<file path="config.mk">
export PLATFORM = sky130hd
export DESIGN_NAME = alu_arbiter
export DESIGN_NICKNAME = d
export VERILOG_FILES = /design/src/rtl/alu_arbiter_pkg.sv /design/src/rtl/alu_arbiter_rr_pick2.sv /design/src/rtl/alu_arbiter.sv
export SDC_FILE = /design/constraint.sdc
export NUM_CORES = 1
export LEC_CHECK = 0
export ABC_AREA = 1
export CORE_ASPECT_RATIO = 0.8
export CORE_MARGIN = 2
export CORE_UTILIZATION = 37
export DETAILED_ROUTE_END_ITERATION = 7
export PLACE_DENSITY_LB_ADDON = 0.15
export SYNTH_ARGS = -nofsm -noshare
export SYNTH_HDL_FRONTEND = slang
export SYNTH_HIERARCHICAL = 1
export SYNTH_SLANG_ARGS = --single-unit
</file>
<file path="constraint.sdc">
create_clock -name clk -period 1.7 [get_ports clk]
set_input_delay 0.51 -clock clk [delete_from_list [all_inputs] [get_ports clk]]
set_output_delay 0.51 -clock clk [all_outputs]
set_load 0.02 [all_outputs]
</file>
<file path="src/rtl/alu_arbiter_pkg.sv">
// ---------------------------------------------------------------------------
// alu_arbiter_pkg
// Shared definitions for the two-requester ALU arbiter:
//   - default operand/result width
//   - ALU opcode constants
//   - arbiter FSM state encoding
//   - helper that classifies an opcode as legal or illegal
// ---------------------------------------------------------------------------
package alu_arbiter_pkg;

   localparam int W_DEFAULT = 16;

   localparam logic [2:0] OP_PASS   = 3'd1;
   localparam logic [2:0] OP_ADD    = 3'd2;
   localparam logic [2:0] OP_SUB    = 3'd3;
   localparam logic [2:0] OP_LSHIFT = 3'd4;
   localparam logic [2:0] OP_RSHIFT = 3'd6;

   // Value driven on alu_op while nothing legal is in flight.
   localparam logic [2:0] OP_IDLE   = 3'd0;

   typedef enum logic [1:0] {
      ST_IDLE  = 2'd0,
      ST_ISSUE = 2'd1,
      ST_WAIT  = 2'd2,
      ST_DONE  = 2'd3
   } state_t;

   function automatic logic is_legal_op(input logic [2:0] op);
      return (op == OP_PASS) || (op == OP_ADD) || (op == OP_SUB) ||
             (op == OP_LSHIFT) || (op == OP_RSHIFT);
   endfunction

endpackage

</file>
<file path="src/rtl/alu_arbiter_rr_pick2.sv">
// ---------------------------------------------------------------------------
// rr_pick2
// Two-way round-robin picker (purely combinational).
//   req  [1:0] : request vector
//   last       : index of the requester served most recently
//   win  [1:0] : one-hot winner, all zero when nobody requests
// A lone request always wins; on a tie the requester that was not served
// last wins.
// ---------------------------------------------------------------------------
module rr_pick2 (
   input  logic [1:0] req,
   input  logic       last,
   output logic [1:0] win
);

   always_comb begin
      win = 2'b00;
      case (req)
         2'b01:   win = 2'b01;
         2'b10:   win = 2'b10;
         2'b11:   win = last ? 2'b01 : 2'b10;
         default: win = 2'b00;
      endcase
   end

endmodule

</file>
<file path="src/rtl/alu_arbiter.sv">
// ---------------------------------------------------------------------------
// alu_arbiter
// Shares one external ALU between two requesters.
//   clk, rst          : clock, synchronous active-high reset
//   req0/op0/a0/b0    : requester 0 request, opcode and operands
//   req1/op1/a1/b1    : requester 1 request, opcode and operands
//   gnt  [1:0]        : one-hot grant pulse (operands captured that cycle)
//   done [1:0]        : one-hot completion pulse to the served requester
//   res, res_z, err   : result, zero flag and illegal-op flag of the last
//                       completed request (held until the next completion)
//   busy              : high whenever the FSM is outside IDLE
//   alu_a/alu_b/alu_op: registered operands/opcode to the shared ALU
//   alu_c/alu_z       : ALU result/zero flag, valid one clk after issue
// Legal op timeline:  IDLE(gnt) -> ISSUE -> WAIT(capture) -> DONE(done)
// Illegal op timeline: IDLE(gnt) -> DONE(done), ALU never sees the op.
// ---------------------------------------------------------------------------
module alu_arbiter
   import alu_arbiter_pkg::*;
#(
   parameter int W = W_DEFAULT
) (
   input  logic         clk,
   input  logic         rst,
   input  logic         req0,
   input  logic [2:0]   op0,
   input  logic [W-1:0] a0,
   input  logic [W-1:0] b0,
   input  logic         req1,
   input  logic [2:0]   op1,
   input  logic [W-1:0] a1,
   input  logic [W-1:0] b1,
   output logic [1:0]   gnt,
   output logic [1:0]   done,
   output logic [W-1:0] res,
   output logic         res_z,
   output logic         err,
   output logic         busy,
   output logic [W-1:0] alu_a,
   output logic [W-1:0] alu_b,
   output logic [2:0]   alu_op,
   input  logic [W-1:0] alu_c,
   input  logic         alu_z
);

   state_t         state_reg, state_next;
   logic           last_reg;     // index of requester served last
   logic           served_reg;   // index of requester currently in flight
   logic [1:0]     done_reg;
   logic [W-1:0]   res_reg;
   logic           res_z_reg;
   logic           err_reg;
   logic [W-1:0]   alu_a_reg;
   logic [W-1:0]   alu_b_reg;
   logic [2:0]     alu_op_reg;

   logic [1:0]     win;
   logic [2:0]     win_op;
   logic [W-1:0]   win_a;
   logic [W-1:0]   win_b;
   logic           win_legal;
   logic           in_idle;

   rr_pick2 u_pick (
      .req  ({req1, req0}),
      .last (last_reg),
      .win  (win)
   );

   // Winner's request fields, only meaningful when win is non-zero.
   always_comb begin
      win_op    = win[1] ? op1 : op0;
      win_a     = win[1] ? a1  : a0;
      win_b     = win[1] ? b1  : b0;
      win_legal = is_legal_op(win_op);
   end

   assign in_idle = (state_reg == ST_IDLE);

   // Requests are only looked at in IDLE, so the grant is the picker output
   // gated by the state.
   assign gnt    = in_idle ? win : 2'b00;
   assign busy   = ~in_idle;
   assign done   = done_reg;
   assign res    = res_reg;
   assign res_z  = res_z_reg;
   assign err    = err_reg;
   assign alu_a  = alu_a_reg;
   assign alu_b  = alu_b_reg;
   assign alu_op = alu_op_reg;

   always_comb begin
      state_next = state_reg;
      case (state_reg)
         ST_IDLE: begin
            if (win != 2'b00) begin
               state_next = win_legal ? ST_ISSUE : ST_DONE;
            end
         end
         ST_ISSUE: state_next = ST_WAIT;
         ST_WAIT:  state_next = ST_DONE;
         ST_DONE:  state_next = ST_IDLE;
         default:  state_next = ST_IDLE;
      endcase
   end

   always_ff @(posedge clk) begin
      if (rst) begin
         state_reg  <= ST_IDLE;
         last_reg   <= 1'b1;        // pretend requester 1 went last: favour 0
         served_reg <= 1'b0;
         done_reg   <= 2'b00;
         res_reg    <= '0;
         res_z_reg  <= 1'b0;
         err_reg    <= 1'b0;
         alu_a_reg  <= '0;
         alu_b_reg  <= '0;
         alu_op_reg <= OP_IDLE;
      end else begin
         state_reg <= state_next;
         done_reg  <= 2'b00;
         case (state_reg)
            ST_IDLE: begin
               if (win != 2'b00) begin
                  last_reg   <= win[1];
                  served_reg <= win[1];
                  if (win_legal) begin
                     alu_a_reg  <= win_a;
                     alu_b_reg  <= win_b;
                     alu_op_reg <= win_op;
                  end else begin
                     // Illegal op completes directly without touching
                     // the ALU; the flags become visible in DONE.
                     res_reg   <= '0;
                     res_z_reg <= 1'b1;
                     err_reg   <= 1'b1;
                     done_reg  <= win;
                  end
               end
            end
            ST_WAIT: begin
               res_reg    <= alu_c;
               res_z_reg  <= alu_z;
               err_reg    <= 1'b0;
               alu_op_reg <= OP_IDLE;
               done_reg   <= served_reg ? 2'b10 : 2'b01;
            end
            default: begin
            end
         endcase
      end
   end

endmodule

</file>
==> results.sh <==
export IMPL_status="finished, violations left"
export IMPL_violated_checks="setup timing"
export IMPL_worst_ep_arrival_time_ns=2.00
export IMPL_met1_length_um=4130
export IMPL_syn_area_um2=3050
export IMPL_adder_cell_share_of_the_synthesized_area=0.00821
export IMPL_power_static_leakage_uw=0.00283
export IMPL_number_of_library_cell_types_mapped_by_synthesis=19
export IMPL_critical_path_required_ns=1.92
export IMPL_dp_final_hpwl_um=6270
export IMPL_maximum_level_of_the_cts_h_tree=3
export IMPL_cts_max_path_buffers=2
export IMPL_areaGrowthSynthToFinish_pct=79.8
export IMPL_min_period_over_period=1.04
export IMPL_dpl_instance_area_um2=4830
export IMPL_drt_vias_per_instance=4.42
export IMPL_die_width_um=105
export IMPL_maximum_clock_frequency_mhz=563
export IMPL_post_layout_nonfiller_instances=804
export IMPL_postSynthCellCount=511
export IMPL_grt_pass1_wl_um=14400
export IMPL_hold_viol=0
export IMPL_postRouteAntennaNets=0
export IMPL_synth_largest_area_cell="sky130_fd_sc_hd__dfxtp_1"
export IMPL_setup_worst_path_class="flip-flop to flip-flop"
export IMPL_synth_top_family_by_area="simple AND/OR/NAND/NOR gates"
export IMPL_max_slew_margin_rel=0.782
export IMPL_insertedDiodeCount=0
export IMPL_clk_root_buffer_cell="sky130_fd_sc_hd__clkbuf_8"
export IMPL_dr_max_layer_used="met4"
export IMPL_worst_r2r_path_depth=12
export IMPL_timing_critical_path_to_type="flip-flop"
export IMPL_yosysWarningCount=6
export IMPL_clk_insertion_delay_late_ns=0.33
export IMPL_worst_pin_slew_ns=0.327
export IMPL_post_synth_mux_area_share=0
export IMPL_min_delay_path_class="flip-flop to flip-flop"
export IMPL_min_delay_path_depth=2
export IMPL_clock_period_minus_worst_slack_ns=1.78
export IMPL_finalPower_uw=8650
export IMPL_synth_top_area_share=0.388
export IMPL_power_density_nw_per_um2=1580
export IMPL_rows=29
export IMPL_synthTopCellsByArea="sky130_fd_sc_hd__dfxtp_1, sky130_fd_sc_hd__nand2_1, sky130_fd_sc_hd__nor2_1, sky130_fd_sc_hd__inv_1, sky130_fd_sc_hd__a21oi_1"
export IMPL_grt_ovfl_total=0
export IMPL_post_route_cells_drive_above_1_share=0.214
export IMPL_ios=149
export IMPL_place_detailed_instances=771
export IMPL_power_ir_vdd_worst_v=0.00101
export IMPL_number_of_antenna_violations_at_the_first_check_in_global_routing=0
export IMPL_ys_seq_area_frac=0.388
export IMPL_die_height_um=85.2
export IMPL_numCtsBuffers=9
export IMPL_floorplan_initialDensity=0.384
export IMPL_route_final_wire_length_um=9240
export IMPL_dr_wl_met2_um=4590
export IMPL_clock_tree_from_tritoncts="yes"
export IMPL_synth_net_count=604
export IMPL_gpl_wtd_cong=0.745
export IMPL_finish_instance_area_um2=5480
export IMPL_max_cap_violations=0
export IMPL_report_final_slew_viol_count=0
export IMPL_routedWlPerCell_um=11.5
export IMPL_port_buffers=148
export IMPL_setup_total_negative_slack_ns=-0.685
export IMPL_first_global_vias=3275
export IMPL_rsz0062_at_grt="true"
export IMPL_avgSynthCellArea_um2=5.96
export IMPL_post_route_worst_setup_slack_ns=-0.0759
export IMPL_pin_count_of_the_biggest_net_entering_global_routing=33
export IMPL_drt_first_pass_iters=4
export IMPL_worstPathMaxFanout=8
export IMPL_synth_seq_cells=59
export IMPL_clock_skew_ns=0.00558
export IMPL_layout_cells_most_common_list="sky130_fd_sc_hd__nand2_1, sky130_fd_sc_hd__clkdlybuf4s50_1, sky130_fd_sc_hd__nor2_1, sky130_fd_sc_hd__dfxtp_1, sky130_fd_sc_hd__dlygate4sd2_1"
export IMPL_vias=3553
export IMPL_mostFrequentLayoutCell="sky130_fd_sc_hd__nand2_1"
export IMPL_first_iter_violations=147
export IMPL_die_area_um2=8980
export IMPL_wl_met3_um=441
export IMPL_floorplan_core_area_um2=7950
export IMPL_nNetsFinal=784
export IMPL_startpoint_type="flip-flop"
export IMPL_grt_usage=0.196
export IMPL_post_route_drc_count=0
export IMPL_synth_xor_xnor_area_share=0
export IMPL_cts_num_sinks=59
export IMPL_post_synth_and_or_nand_nor_area_fraction=0.444
export IMPL_worst_setup_hold_path_clk_slew_ns=0.07
export IMPL_final_setup_violation_count=28
export IMPL_synth_compound_area_share=0.0489
## layout make-up
cell class	instances	area, µm²
Timing Repair Buffer	197	1940
Fill cell	713	2460
Inverter	51	199
Sequential cell	59	1190
Tap cell	108	135
Multi-Input combinational cell	373	1810
Clock buffer	10	138
Clock inverter	6	65.1
## cell usage after synthesis, drive strengths merged
cell    number
ha           2
o21ai        3
a21oi       26
nand4        1
dfxtp       59
nor2        90
buf         18
nand2      223
clkbuf      10
inv         51
nand3       25
or2          3
## kinds of logic after synthesis
| family | after synthesis |
|---|---|
| buffers and inverters | 79 |
| AND/OR/NAND/NOR | 342 |
| adder cells (fa/ha/maj) | 2 |
| flip-flops | 59 |
| AO/OA/AOI/OAI | 29 |
## what timing repair did
action | CTS | global route
setup endpoints to repair | 115 | 56
setup buffers | 9 | 6
hold buffers | 0 | 0
pin swaps | 8 | 23
gates cloned | 3 | 5
gates resized for setup | 109 | 78
## worst paths after layout
check	start	to	slack, ns
setup reg to reg	last_reg	alu_a[1]	-0.08
hold reg to reg	res[1]	res[1]	0.47
hold / removal	res[1]	res[1]	0.47
setup / recovery	last_reg	alu_a[1]	-0.08
## layer usage
metal | global-route usage | vias to the layer above
li1 | - | 1894
met1 | 0.238 | 1569
met2 | 0.347 | 82
met3 | 0.0476 | 8
met4 | 0.0509 | 0
met5 | 0 | -
## critical path, stage by stage, from the launching register on
cell	delay, ns
sky130_fd_sc_hd__dfxtp_4	0.36
sky130_fd_sc_hd__a21oi_4	0.20
sky130_fd_sc_hd__buf_4	0.14
sky130_fd_sc_hd__buf_6	0.11
sky130_fd_sc_hd__nand2_2	0.06
sky130_fd_sc_hd__o21ai_4	0.07
sky130_fd_sc_hd__nand2_4	0.09
sky130_fd_sc_hd__nand4_4	0.15
sky130_fd_sc_hd__buf_6	0.16
sky130_fd_sc_hd__buf_6	0.14
sky130_fd_sc_hd__nand2_1	0.06
sky130_fd_sc_hd__nand2_1	0.07
sky130_fd_sc_hd__nor2_1	0.04
## power breakdown
group	switching (µW)	total (µW)	internal [µW]
sequential	224	2090	1860
clock	568	1280	713
combinational	2910	5280	2370
## through the flow
| stage | util | setup WS (ns) | hold WS, ns |
|---|---|---|---|
| 2_1_floorplan | - | 0.0107 | 0.439 |
| 3_3_place_gp | 0.607 | -0.756 | 0.458 |
| 3_5_place_dp | 0.607 | -0.785 | 0.464 |
| 4_1_cts | 0.653 | 0.00242 | 0.475 |
| 5_1_grt | 0.690 | -0.188 | 0.493 |
| 6_report | 0.690 | -0.0759 | 0.471 |
(Power assumes the default switching activity.)
